[src/rtl/mcu_rstgen_const_pkg.sv]
// Purpose : shared constants for the mcu_rstgen reset generator (state codes,
//           cause bit positions, cause reset value, cause-vector helper).
// Latency : n/a (declarations only).  Backpressure: n/a.
package mcu_rstgen_const_pkg;

  // Controller states. PLLW is only reachable when the PLL-wait option is built.
  typedef enum logic [1:0] {
    ST_HOLD = 2'b00,
    ST_RUN  = 2'b01,
    ST_PLLW = 2'b10
  } state_t;

  // Bit positions inside RESET_CAUSE.
  localparam int CAUSE_SYS    = 0;
  localparam int CAUSE_WDOG   = 1;
  localparam int CAUSE_LOCKUP = 2;
  localparam int CAUSE_POR    = 3;

  // RESET_CAUSE value forced while PORESET is high.
  localparam logic [3:0] CAUSE_RST_VAL = 4'b1000;

  // Packs the three warm-reset sources into cause-register bit order.
  // The power-on bit is never set from here; it only comes from reset.
  function automatic logic [3:0] cause_vec(input logic sys,
                                           input logic wdog,
                                           input logic lockup);
    logic [3:0] v;
    v               = 4'b0000;
    v[CAUSE_SYS]    = sys;
    v[CAUSE_WDOG]   = wdog;
    v[CAUSE_LOCKUP] = lockup;
    return v;
  endfunction

endpackage

[src/rtl/mcu_rstgen_stretch.sv]
// Purpose : loadable/clearable up-counter with terminal-count compare, used for
//           both the reset hold stretch and the PLL lock timeout.
// Latency : count updates 1 cycle after clr/en; tc is combinational on cnt_q.
// Backpressure: none.
// Ports   : clk, rst (sync, active high), clr (force 0), en (increment),
//           term (terminal value), tc (cnt == term).
module mcu_rstgen_stretch #(
  parameter int W = 8
) (
  input  logic         clk,
  input  logic         rst,
  input  logic         clr,
  input  logic         en,
  input  logic [W-1:0] term,
  output logic         tc
);

  logic [W-1:0] cnt_q;
  logic [W-1:0] cnt_d;

  // Clear has priority over increment so a restart never advances the count.
  always_comb begin
    cnt_d = cnt_q;
    if (clr) begin
      cnt_d = '0;
    end else if (en) begin
      cnt_d = cnt_q + W'(1);
    end
  end

  always_ff @(posedge clk) begin
    if (rst) begin
      cnt_q <= '0;
    end else begin
      cnt_q <= cnt_d;
    end
  end

  assign tc = (cnt_q == term);

endmodule

[src/rtl/mcu_rstgen.sv]
// Purpose : system reset generator; merges SYSRESETREQ, WDOGRESETREQ and
//           qualified LOCKUP into a stretched, registered active-low HRESETn.
// Latency : reset request sampled in RUN drives HRESETn low on the next edge;
//           release after RESET_CYCLES consecutive quiet cycles.
// Backpressure: none; requests are levels and simply extend the hold.
// Ports   : FCLK clock; PORESET sync active-high power-on reset; SYSRESETREQ,
//           WDOGRESETREQ, LOCKUP/LOCKUPRESET request inputs; PLL_LOCK; CAUSE_CLR
//           clear pulse; HRESETn, RESET_CAUSE, WARM_RESET_CNT, PLL_TIMEOUT_FLAG.
// Option  : define MCU_RSTGEN_PLLWAIT_EN to hold reset after the stretch until
//           PLL_LOCK or PLL_TIMEOUT cycles elapse. Without it PLL_LOCK is
//           ignored and PLL_TIMEOUT_FLAG is tied low.
module mcu_rstgen
  import mcu_rstgen_const_pkg::*;
#(
  parameter int RESET_CYCLES = 16,
  parameter int CNT_W        = 8,
  parameter int PLL_TIMEOUT  = 1024
) (
  input  logic       FCLK,
  input  logic       PORESET,
  input  logic       SYSRESETREQ,
  input  logic       WDOGRESETREQ,
  input  logic       LOCKUP,
  input  logic       LOCKUPRESET,
  input  logic       PLL_LOCK,
  input  logic       CAUSE_CLR,
  output logic       HRESETn,
  output logic [3:0] RESET_CAUSE,
  output logic [7:0] WARM_RESET_CNT,
  output logic       PLL_TIMEOUT_FLAG
);

  // The PLL timeout needs more range than the hold stretch, so the shared
  // counter widens when the wait option is built.
`ifdef MCU_RSTGEN_PLLWAIT_EN
  localparam int CW = CNT_W + 4;
`else
  localparam int CW = CNT_W;
  localparam int unused_pll_timeout = PLL_TIMEOUT;
  logic unused_pll_lock;
  assign unused_pll_lock = PLL_LOCK;
`endif

  state_t     state_q, state_d;
  logic       hresetn_q, hresetn_d;
  logic [3:0] cause_q, cause_d;
  logic [7:0] warm_q, warm_d;

  logic          rst_evt;
  logic          lockup_req;
  logic [3:0]    cause_set;
  logic          cnt_clr;
  logic          cnt_en;
  logic          cnt_tc;
  logic [CW-1:0] cnt_term;
  logic          pll_to;

  assign lockup_req = LOCKUP & LOCKUPRESET;
  assign rst_evt    = SYSRESETREQ | WDOGRESETREQ | lockup_req;
  assign cause_set  = cause_vec(SYSRESETREQ, WDOGRESETREQ, lockup_req);

`ifdef MCU_RSTGEN_PLLWAIT_EN
  assign cnt_term = (state_q == ST_PLLW) ? CW'(PLL_TIMEOUT - 1)
                                         : CW'(RESET_CYCLES - 1);
`else
  assign cnt_term = CW'(RESET_CYCLES - 1);
`endif

  mcu_rstgen_stretch #(
    .W (CW)
  ) u_stretch (
    .clk  (FCLK),
    .rst  (PORESET),
    .clr  (cnt_clr),
    .en   (cnt_en),
    .term (cnt_term),
    .tc   (cnt_tc)
  );

  // ---------------------------------------------------------------------------
  // State register (also holds all registered outputs)
  // ---------------------------------------------------------------------------
  always_ff @(posedge FCLK) begin
    if (PORESET) begin
      state_q   <= ST_HOLD;
      hresetn_q <= 1'b0;
      cause_q   <= CAUSE_RST_VAL;
      warm_q    <= 8'd0;
    end else begin
      state_q   <= state_d;
      hresetn_q <= hresetn_d;
      cause_q   <= cause_d;
      warm_q    <= warm_d;
    end
  end

  // ---------------------------------------------------------------------------
  // Next-state logic, including counter control
  // ---------------------------------------------------------------------------
  always_comb begin
    state_d = state_q;
    cnt_clr = 1'b0;
    cnt_en  = 1'b0;
    pll_to  = 1'b0;
    case (state_q)
      ST_HOLD: begin
        // Any active request restarts the stretch, so release needs a full
        // run of quiet cycles.
        if (rst_evt) begin
          cnt_clr = 1'b1;
        end else if (cnt_tc) begin
`ifdef MCU_RSTGEN_PLLWAIT_EN
          state_d = ST_PLLW;
`else
          state_d = ST_RUN;
`endif
          cnt_clr = 1'b1;
        end else begin
          cnt_en = 1'b1;
        end
      end
      ST_RUN: begin
        if (rst_evt) begin
          state_d = ST_HOLD;
          cnt_clr = 1'b1;
        end
      end
`ifdef MCU_RSTGEN_PLLWAIT_EN
      ST_PLLW: begin
        if (rst_evt) begin
          state_d = ST_HOLD;
          cnt_clr = 1'b1;
        end else if (PLL_LOCK) begin
          state_d = ST_RUN;
          cnt_clr = 1'b1;
        end else if (cnt_tc) begin
          state_d = ST_RUN;
          cnt_clr = 1'b1;
          pll_to  = 1'b1;
        end else begin
          cnt_en = 1'b1;
        end
      end
`endif
      default: begin
        state_d = ST_HOLD;
        cnt_clr = 1'b1;
      end
    endcase
  end

  // ---------------------------------------------------------------------------
  // Output / status logic
  // ---------------------------------------------------------------------------
  always_comb begin
    // HRESETn is registered from the next state, so it changes on the same
    // edge as the state and never glitches.
    hresetn_d = (state_d == ST_RUN);

    // New causes win over a simultaneous clear.
    cause_d              = cause_q;
    cause_d[2:0]         = cause_set[2:0] | (cause_q[2:0] & {3{~CAUSE_CLR}});
    // The power-on flag survives a clear issued while the system is still held.
    cause_d[CAUSE_POR]   = cause_q[CAUSE_POR] & ~(CAUSE_CLR & hresetn_q);

    // Only a fresh entry from RUN counts as a warm reset; requests that keep
    // arriving during the hold do not add more.
    warm_d = warm_q;
    if ((state_q == ST_RUN) && rst_evt && (warm_q != 8'hFF)) begin
      warm_d = warm_q + 8'd1;
    end
  end

`ifdef MCU_RSTGEN_PLLWAIT_EN
  logic pll_flag_q, pll_flag_d;

  always_comb begin
    pll_flag_d = pll_flag_q | pll_to;
  end

  always_ff @(posedge FCLK) begin
    if (PORESET) begin
      pll_flag_q <= 1'b0;
    end else begin
      pll_flag_q <= pll_flag_d;
    end
  end

  assign PLL_TIMEOUT_FLAG = pll_flag_q;
`else
  assign PLL_TIMEOUT_FLAG = 1'b0;
`endif

  assign HRESETn        = hresetn_q;
  assign RESET_CAUSE    = cause_q;
  assign WARM_RESET_CNT = warm_q;

endmodule

[config.mk]
export PLATFORM = sky130hd
export DESIGN_NAME = mcu_rstgen
export DESIGN_NICKNAME = d
export VERILOG_FILES = /design/src/rtl/mcu_rstgen_const_pkg.sv /design/src/rtl/mcu_rstgen_stretch.sv /design/src/rtl/mcu_rstgen.sv
export SDC_FILE = /design/constraint.sdc
export NUM_CORES = 1
export LEC_CHECK = 0
export ABC_CLOCK_PERIOD_IN_PS = 1530
export CAP_MARGIN = 20
export CORE_ASPECT_RATIO = 1.2
export CORE_MARGIN = 2
export CORE_UTILIZATION = 45
export CTS_CLUSTER_SIZE = 16
export DETAILED_ROUTE_END_ITERATION = 12
export PLACE_DENSITY = 0.85
export SETUP_SLACK_MARGIN = 0.3
export SYNTH_ARGS = -nofsm -noshare
export SYNTH_HDL_FRONTEND = slang
export SYNTH_SLANG_ARGS = --single-unit
[constraint.sdc]
create_clock -name FCLK -period 1.53 [get_ports FCLK]
set_input_delay 0.153 -clock FCLK [delete_from_list [all_inputs] [get_ports FCLK]]
set_output_delay 0.153 -clock FCLK [all_outputs]
set_load 0.1 [all_outputs]
==> results of run 1 <==
-- flip-flops by register name (all words and copies together) (netlist names) --
name and count:
state_q 2, HRESETn 1, RESET_CAUSE 4, WARM_RESET_CNT 8, u_stretch.cnt_q 8
-- cell type report --
type,instances,area [um2],share of cell area (%)
clock buffer,4,26.3,1.30
inverter,5,18.8,0.929
multi-input combinational,82,779,38.6
sequential,23,500,24.8
tap,31,38.8,1.92
timing repair buffer,58,657,32.5
-- cells in the final DEF, fill, tap and decap left out, types with 2 or more instances in the layout --
cell	Yosys	layout
sky130_fd_sc_hd__ha_4	0	2
sky130_fd_sc_hd__buf_6	1	13
sky130_fd_sc_hd__nand3_1	5	3
sky130_fd_sc_hd__nand4_1	4	4
sky130_fd_sc_hd__dfxtp_4	0	7
sky130_fd_sc_hd__and3_4	0	2
sky130_fd_sc_hd__xnor2_1	6	6
sky130_fd_sc_hd__mux2i_1	2	2
sky130_fd_sc_hd__nor2_4	0	2
sky130_fd_sc_hd__nor4b_2	2	2
sky130_fd_sc_hd__nor3_1	3	2
sky130_fd_sc_hd__nor2_1	15	12
sky130_fd_sc_hd__clkdlybuf4s50_1	0	2
sky130_fd_sc_hd__dlygate4sd2_1	0	4
sky130_fd_sc_hd__inv_1	5	5
sky130_fd_sc_hd__a21oi_1	7	5
sky130_fd_sc_hd__nand2_1	7	6
sky130_fd_sc_hd__buf_12	0	13
sky130_fd_sc_hd__a2111oi_4	1	2
sky130_fd_sc_hd__dfxtp_2	0	11
sky130_fd_sc_hd__conb_1	1	2
sky130_fd_sc_hd__buf_4	2	26
sky130_fd_sc_hd__dfxtp_1	23	5
sky130_fd_sc_hd__nand3_4	0	2
sky130_fd_sc_hd__a21oi_2	0	2
sky130_fd_sc_hd__clkbuf_4	0	3
sky130_fd_sc_hd__or3_4	0	2
sky130_fd_sc_hd__o21ai_1	0	2
-- Yosys cell counts, drive strengths merged --
cell     count  area, um2
o21ba        1       10.0
nor3         3       15.0
mux2i        2       20.0
a2111o       1       11.3
nor2        15       56.3
inv          5       18.8
clkbuf       1       3.75
a2111oi      2       42.5
a211oi       3       27.5
a31oi        1       6.26
o311ai       1       8.76
o31ai        1       7.51
dfxtp       23        460
nand2        7       26.3
o211ai       1       12.5
xor2         1       8.76
a31o         1       8.76
o41ai        1       8.76
and2b        1       7.51
xnor2        6       52.6
nor4b        3       53.8
and3         2       12.5
o21ai        3       18.8
a21oi        7       35.0
nand3        5       25.0
nor4         1       21.3
or4          1       7.51
buf          3       26.3
nand4        4       25.0
a22oi        1       7.51
ha           2       25.0
a211o        1       8.76
conb         1       3.75
or3          2       12.5
-- worst max-delay path by stage --
stage                                                  to  slack [ps]  cells past startpoint
final                     u_stretch.cnt_q[2]$_SDFFE_PP0P_          40                      6
after global routing      u_stretch.cnt_q[7]$_SDFFE_PP0P_         -40                      5
after CTS                 u_stretch.cnt_q[7]$_SDFFE_PP0P_          50                      5
after detailed placement  u_stretch.cnt_q[1]$_SDFFE_PP0P_        -360                      6
after global placement    u_stretch.cnt_q[1]$_SDFFE_PP0P_        -290                      6
after floorplan            WARM_RESET_CNT[1]$_SDFFE_PP0P_          40                      5
-- where the power goes --
part	total, uW	leakage, uW	switching [uW]	internal (uW)
clock	308	0.0000150	206	102
sequential	602	0.000197	8.53	594
combinational	137	0.000514	88.4	48.8
total	1050	0.000726	303	745
-- timing repair --
action,4_1_cts,5_1_grt
gates resized for setup,27,24
pin swaps,20,13
buffers inserted,23,4
endpoints found under the setup margin,16,23
-- kinds of logic after synthesis --
logic type	Yosys count
AND/OR/NAND/NOR	44
AO/OA/AOI/OAI	25
flip-flops	23
buffers and inverters	9
XOR/XNOR	7
adder cells (fa/ha/maj)	2
multiplexers	2
other	1
-- tightest hold or removal path: stages --
cell,delay [ps]
sky130_fd_sc_hd__dlygate4sd2_1,250
sky130_fd_sc_hd__buf_4,130
sky130_fd_sc_hd__a21oi_1,30
sky130_fd_sc_hd__nor2_1,70
-- metal layers --
layer	vias to the layer above	wire [um]	GRT usage (%)
met3	25	270	5.67
met1	574	1530	27.1
li1	527	-	-
met2	76	2220	48.1
met4	0	270	22.0
met5	-	0	0
-- through the flow --
step                      setup TNS, ps  hold WS (ps)  util (%)
after floorplan                       0           225         -
after global placement            -2850           474      69.6
after detailed placement          -4130           479      69.6
after CTS                             0           324      82.6
after global routing              -36.2           384      87.6
final                                 0           339      87.6
==> tab_implementation.tex, run 1 <==
\begin{tabular}{lr}
\hline
Metric & Value \\
\hline
\multicolumn{2}{l}{\textbf{Status}} \\
\quad Run status & finished, final reports clean \\
\multicolumn{2}{l}{\textbf{Clock network}} \\
\quad Deepest clock path buffer count & 2 \\
\quad Sink count of the clock tree & 23 \\
\quad Clock latency at the later pin of the worst-skew pair & $\sim$330 ps \\
\quad Clock tree from TritonCTS & yes \\
\quad Clock slew at the register clock pins of the worst setup and hold paths & 130 ps \\
\quad Maximum level of the CTS H-tree & 1 \\
\quad Total CTS buffers & 3 \\
\quad Clock tree root buffer cell & sky130\_fd\_sc\_hd\_\_clkbuf\_4 \\
\quad Count of hold buffers inserted by post-cts repair & 0 \\
\multicolumn{2}{l}{\textbf{Worst setup path}} \\
\quad Cell with the largest stage delay on the worst path & sky130\_fd\_sc\_hd\_\_dfxtp\_2 \\
\quad CP delay by family, top & compound AO/OA/AOI/OAI gates \\
\quad Data required time at the worst endpoint & between 1500 and 2000 ps \\
\quad Cell-by-cell trace of the critical path & a2111o\_1 > buf\_6 > buf\_4 > a2111oi\_4 > xnor2\_1 > nor2\_1 \\
\quad Arrival time at the worst endpoint & 1720 ps \\
\quad Worst r2r path cells & 6 \\
\quad Reg-to-reg critical path endpoint & u\_stretch.cnt\_q[2]\$\_SDFFE\_PP0P\_ \\
\quad Slack of the worst reg-to-reg path & 40 ps \\
\quad Critical path's largest stage delay & between 300 and 400 ps \\
\quad Launch point of the critical path & state\_q[1]\$\_SDFF\_PP0\_ \\
\quad R2r startpoint & state\_q[1]\$\_SDFF\_PP0\_ \\
\quad Element type at the critical path start & register \\
\quad Total buffers and inverters traversed by the critical path & 2 \\
\quad Type of element capturing the critical path & register \\
\quad Critical path start-end classification & register to register \\
\quad Maximum fanout along the worst path & 7 \\
\multicolumn{2}{l}{\textbf{Synth}} \\
\quad Main combinational cell family by area after synthesis & simple AND/OR/NAND/NOR gates \\
\quad Sequential element share of the synthesized area & 42.0\% \\
\quad Area of the mapped netlist & between 0.001 and 0.0015 mm2 \\
\quad Synthesis-stage register bit count & 23 \\
\quad Synth Area in Simple Gates & a little under a quarter \\
\quad Syn avg cell area & 9.70 um2 \\
\quad Yosys warnings & 0 \\
\quad Synth cell types & 39 \\
\quad Multiplexer share of the synthesized area & about 1.8\% \\
\quad Syn Inst Count & approximately 110 \\
\quad Compound-Gate Fraction of Synth Area & between 10\% and 20\% \\
\quad Post-Synth Adder-Cell Area & between 2 and 2.5\% \\
\quad Xor/xnor share of the synthesized area & 5.59\% \\
\multicolumn{2}{l}{\textbf{STA}} \\
\quad Crit share post-route & between 90\% and 100\% \\
\quad Maximum frequency from static timing analysis & between 0.6 and 0.7 GHz \\
\quad Final max-slew violation count & 0 \\
\quad Final setup vio count & 0 \\
\quad Final hold violation count & 0 \\
\quad Worst path setup slack after routing & 39.4 ps \\
\quad RSZ-0062 raised after global routing & true \\
\quad Worst setup skew after layout & about 6.0 ps \\
\quad Period minus WS final & between 1000 and 1500 ps \\
\multicolumn{2}{l}{\textbf{Hold path}} \\
\quad WHS Endpoint & RESET\_CAUSE[0]\$\_SDFF\_PP0\_ \\
\quad Depth of the worst hold-timing path & 4 \\
\quad Start point of the worst hold path & SYSRESETREQ \\
\quad Hold/Removal Path Class & primary input to register \\
\multicolumn{2}{l}{\textbf{Routing}} \\
\quad Number of DRC markers after the initial detailed-route iteration & 50 \\
\quad Total number of vias & about 1,200 \\
\quad Routed WL per cell & about 21 um \\
\quad Via density per instance & around 6 \\
\quad DRC violations left & 0 \\
\quad DRT Pass-1 Iters & 4 \\
\quad Antenna violation net count after detailed routing & 0 \\
\quad Post-Route WL & 4300 um \\
\multicolumn{2}{l}{\textbf{Placement}} \\
\quad Dpl hpwl & around 2200 um \\
\quad Pre-CTS setup slack & -361 ps \\
\quad Area after detailed placement & roughly 0.0016 mm2 \\
\quad Placed instance count & between 150 and 200 \\
\quad RePlAce Congestion & roughly 0.78 \\
\quad PortBufs & 19 \\
\multicolumn{2}{l}{\textbf{Floorplanning}} \\
\quad Initial standard-cell utilization of the core & 47.5\% \\
\quad Placeable core region & $\sim$0.0023 mm2 \\
\quad Number of placement rows & 19 \\
\quad Total Die Area & approximately 0.0028 mm2 \\
\quad Top Ports & 22 \\
\quad Die boundary height & slightly below 60 um \\
\quad Chip width & a little under 50 um \\
\multicolumn{2}{l}{\textbf{Global route}} \\
\quad Total track usage & between 20\% and 30\% \\
\quad Pin count of the biggest net entering global routing & 13 \\
\quad Grt total ovfl & 0 \\
\quad Number of antenna violations at the first check in global routing & 0 \\
\quad Wire length of the first global-routing pass & between 5000 and 6000 um \\
\quad Via count of the first global-routing pass & around 1,200 \\
\multicolumn{2}{l}{\textbf{Layout}} \\
\quad P\&R area growth vs syn & 84.4\% \\
\quad Number of antenna cells inserted & 0 \\
\quad Share of cells above drive strength 1 & 59.9\% \\
\quad Filler cell count in the final layout & 104 \\
\quad Nets & $\sim$180 \\
\quad Post-route insts no fill & approximately 200 \\
\quad Fin area & slightly above 0.002 mm2 \\
\multicolumn{2}{l}{\textbf{Pwr}} \\
\quad Leakage power & approximately 0.00073 uW \\
\quad Pwr/cell area & between 500 and 600 mW/mm2 \\
\quad Power, Total & 1050 uW \\
\quad Worst-case vdd ir drop & roughly 0.55 mV \\
\multicolumn{2}{l}{\textbf{Flow run}} \\
\quad \# Max-Cap Violations & 0 \\
\hline
\end{tabular}
No activity file was read; power rests on OpenSTA's default activity.
==> inputs of run 2 (changes only) <==
--- a/config.mk
+++ b/config.mk
@@ -12,6 +12,7 @@
 export CORE_UTILIZATION = 45
 export CTS_CLUSTER_SIZE = 16
 export DETAILED_ROUTE_END_ITERATION = 12
+export HOLD_SLACK_MARGIN = 0.02
 export PLACE_DENSITY = 0.85
 export SETUP_SLACK_MARGIN = 0.3
 export SYNTH_ARGS = -nofsm -noshare
==> results of run 2 <==
Final layout, timing and power as in run 1 (identical DEF).
==> inputs of run 3 (changes only) <==
--- a/config.mk
+++ b/config.mk
@@ -7,13 +7,15 @@
 export LEC_CHECK = 0
 export ABC_CLOCK_PERIOD_IN_PS = 1530
 export CAP_MARGIN = 20
+export CELL_PAD_IN_SITES_DETAIL_PLACEMENT = 1
+export CELL_PAD_IN_SITES_GLOBAL_PLACEMENT = 2
 export CORE_ASPECT_RATIO = 1.2
 export CORE_MARGIN = 2
-export CORE_UTILIZATION = 45
+export CORE_UTILIZATION = 27
 export CTS_CLUSTER_SIZE = 16
 export DETAILED_ROUTE_END_ITERATION = 12
 export HOLD_SLACK_MARGIN = 0.02
-export PLACE_DENSITY = 0.85
+export PLACE_DENSITY = 0.83
 export SETUP_SLACK_MARGIN = 0.3
 export SYNTH_ARGS = -nofsm -noshare
 export SYNTH_HDL_FRONTEND = slang
==> run 3 against run 2 <==
Register-to-register slack better by 30 ps. Sequential power hardly changed. Clock skew increased by 1.9 ps. Highest routed layer unchanged. Final cell count rose by 12%. First-iteration DRC count decreased by 60%.
==> tab_implementation.tex, run 3 (synthesized netlist as in run 1, its figures left out) <==
\begin{tabular}{lr}
\hline
Metric & Value \\
\hline
\multicolumn{2}{l}{\textbf{Routing}} \\
\quad Routed WL per cell & about 16 um \\
\quad Total number of vias & approximately 1,100 \\
\quad Antenna violation net count after detailed routing & 0 \\
\quad DRC violations left & 0 \\
\quad Via density per instance & between 4 and 5 \\
\quad DRT Pass-1 Iters & 3 \\
\quad Number of DRC markers after the initial detailed-route iteration & 20 \\
\quad Post-Route WL & 3600 um \\
\multicolumn{2}{l}{\textbf{Layout}} \\
\quad Most frequent cells in the layout & sky130\_fd\_sc\_hd\_\_buf\_4 (35), sky130\_fd\_sc\_hd\_\_nor2\_1 (13), sky130\_fd\_sc\_hd\_\_buf\_12 (13) \\
\quad Most common cell after layout, fill and taps aside & sky130\_fd\_sc\_hd\_\_buf\_4 \\
\quad Number of antenna cells inserted & 0 \\
\quad Nets & 184 \\
\quad Fin area & between 0.002 and 0.0025 mm2 \\
\quad P\&R area growth vs syn & 86.4\% \\
\quad Share of cells above drive strength 1 & $\sim$59\% \\
\multicolumn{2}{l}{\textbf{STA}} \\
\quad Worst setup skew after layout & 7.90 ps \\
\quad RSZ-0062 raised after global routing & true \\
\quad Worst path setup slack after routing & around 65 ps \\
\quad Crit share post-route & a little over nine tenths \\
\quad Final max-slew violation count & 0 \\
\quad Maximum frequency from static timing analysis & around 0.7 GHz \\
\quad Period minus WS final & roughly 1500 ps \\
\quad Final setup vio count & 0 \\
\quad Final hold violation count & 0 \\
\multicolumn{2}{l}{\textbf{Hold path}} \\
\quad Hold/Removal Path Class & primary input to register \\
\quad WHS Endpoint & RESET\_CAUSE[0]\$\_SDFF\_PP0\_ \\
\quad Depth of the worst hold-timing path & 4 \\
\quad Start point of the worst hold path & SYSRESETREQ \\
\multicolumn{2}{l}{\textbf{Floorplanning}} \\
\quad Initial standard-cell utilization of the core & approximately 28\% \\
\quad Total Die Area & 0.00459 mm2 \\
\quad Number of placement rows & 25 \\
\quad Placeable core region & 0.00391 mm2 \\
\quad Die boundary height & 73.8 um \\
\quad Chip width & between 60 and 70 um \\
\quad Top Ports & 22 \\
\multicolumn{2}{l}{\textbf{Worst setup path}} \\
\quad Element type at the critical path start & register \\
\quad R2r startpoint & state\_q[1]\$\_SDFF\_PP0\_ \\
\quad Data required time at the worst endpoint & 1670 ps \\
\quad Type of element capturing the critical path & register \\
\quad Critical path's largest stage delay & around 330 ps \\
\quad Slack of the worst reg-to-reg path & approximately 65 ps \\
\quad Critical path start-end classification & register to register \\
\quad Cell with the largest stage delay on the worst path & sky130\_fd\_sc\_hd\_\_dfxtp\_2 \\
\quad Arrival time at the worst endpoint & around 1600 ps \\
\quad Maximum fanout along the worst path & 7 \\
\quad Worst r2r path cells & 5 \\
\quad Cell-by-cell trace of the critical path & a2111o\_1 > buf\_6 > nor4b\_4 > a31o\_1 > a21oi\_2 \\
\quad Reg-to-reg critical path endpoint & u\_stretch.cnt\_q[7]\$\_SDFFE\_PP0P\_ \\
\multicolumn{2}{l}{\textbf{Global route}} \\
\quad Wire length of the first global-routing pass & between 5000 and 6000 um \\
\quad Pin count of the biggest net entering global routing & 13 \\
\quad Total track usage & about 16\% \\
\quad Number of antenna violations at the first check in global routing & 0 \\
\quad Via count of the first global-routing pass & approximately 1,200 \\
\quad Grt total ovfl & 0 \\
\multicolumn{2}{l}{\textbf{Pwr}} \\
\quad Internal Pwr Total & around 830 uW \\
\quad Sequential cell fraction of total power & 53.7\% \\
\quad Leakage power & 0.000711 uW \\
\quad Fraction of power spent switching nets & 25.5\% \\
\quad Clock share of power & between 30\% and 40\% \\
\quad Pwr/cell area & 547 mW/mm2 \\
\quad Comb power frac & approximately an eighth \\
\quad Switching power & roughly 290 uW \\
\quad Worst-case vdd ir drop & approximately 0.50 mV \\
\multicolumn{2}{l}{\textbf{Clock network}} \\
\quad Clock tree from TritonCTS & yes \\
\quad Clock tree root buffer cell & sky130\_fd\_sc\_hd\_\_clkbuf\_8 \\
\quad Deepest clock path buffer count & 2 \\
\quad Total CTS buffers & 3 \\
\quad Clock latency at the later pin of the worst-skew pair & 260 ps \\
\quad Clock slew at the register clock pins of the worst setup and hold paths & 90 ps \\
\quad Maximum level of the CTS H-tree & 1 \\
\quad Count of hold buffers inserted by post-cts repair & 0 \\
\quad Sink count of the clock tree & 23 \\
\multicolumn{2}{l}{\textbf{Placement}} \\
\quad Area after detailed placement & between 0.0015 and 0.002 mm2 \\
\quad RePlAce Congestion & 0.770 \\
\quad Dpl hpwl & around 2300 um \\
\quad Pre-CTS setup slack & -380 ps \\
\quad PortBufs & 19 \\
\multicolumn{2}{l}{\textbf{Flow run}} \\
\quad \# Max-Cap Violations & 0 \\
\multicolumn{2}{l}{\textbf{Status}} \\
\quad Run status & finished, final reports clean \\
\hline
\end{tabular}
[run 3: cell types whose count changed in the layout (fill, tap and decap cells not counted), moves of 3 or more]
cell | previous run | this run
sky130_fd_sc_hd__clkbuf_8 | 0 | 3
sky130_fd_sc_hd__clkbuf_4 | 3 | 0
sky130_fd_sc_hd__buf_4 | 26 | 35
sky130_fd_sc_hd__buf_6 | 13 | 5
[run 3: power groups by stage]
stage                     Combinational [uW]  Clock, uW  Sequential (uW)
after global routing                     144        429              601
final                                    137        380              599
after floorplan                         36.5          0              645
after global placement                   125          0              613
after detailed placement                 128          0              613
after CTS                                136        389              599
[run 3: critical path: cells and delay by family, from the launching register on]
family                 cells  cell delay [ps]
flip-flops                 1              330
buffers and inverters      1              150
AO/OA/AOI/OAI              3              570
AND/OR/NAND/NOR            1              290
[run 3: layer usage]
metal | wire (um) | global-route usage (%) | up-vias
li1 | - | - | 532
met1 | 1190 | 15.9 | 561
met2 | 2280 | 34.5 | 13
met3 | 75 | 2.30 | 6
met4 | 51 | 5.68 | 0
met5 | 0 | 0 | -
[run 3: final cells by class]
type / count / area [um2]
inverter: 5 / 18.8
clock buffer: 4 / 45.0
multi-input combinational: 82 / 777
tap: 54 / 67.6
timing repair buffer: 59 / 634
fill: 427 / 1870
sequential: 23 / 500
[run 3: worst max-delay path by stage]
stage | from | endpoint | slack [ps]
2_1_floorplan | WARM_RESET_CNT[1]$_SDFFE_PP0P_ | WARM_RESET_CNT[1]$_SDFFE_PP0P_ | 40
3_3_place_gp | LOCKUP | u_stretch.cnt_q[7]$_SDFFE_PP0P_ | -300
3_5_place_dp | LOCKUP | u_stretch.cnt_q[7]$_SDFFE_PP0P_ | -380
4_1_cts | state_q[1]$_SDFF_PP0_ | u_stretch.cnt_q[7]$_SDFFE_PP0P_ | 30
5_1_grt | state_q[1]$_SDFF_PP0_ | u_stretch.cnt_q[7]$_SDFFE_PP0P_ | 10
6_report | state_q[1]$_SDFF_PP0_ | u_stretch.cnt_q[7]$_SDFFE_PP0P_ | 70
[run 3: metrics by stage]
stage	power, uW	cells	TNS (ps)	hold slack [ps]	util [%]
2_1_floorplan	681	114	0	225	-
3_3_place_gp	738	197	-3100	475	42.1
3_5_place_dp	741	197	-3960	484	42.1
4_1_cts	1120	221	0	355	49.3
5_1_grt	1170	227	0	375	52.3
6_report	1120	227	0	355	52.3
[run 3: what timing repair did]
item,in CTS,in global routing
setup buffers,20,6
gates resized for setup,26,14
pin swaps,17,14
endpoints found under the setup margin,18,18
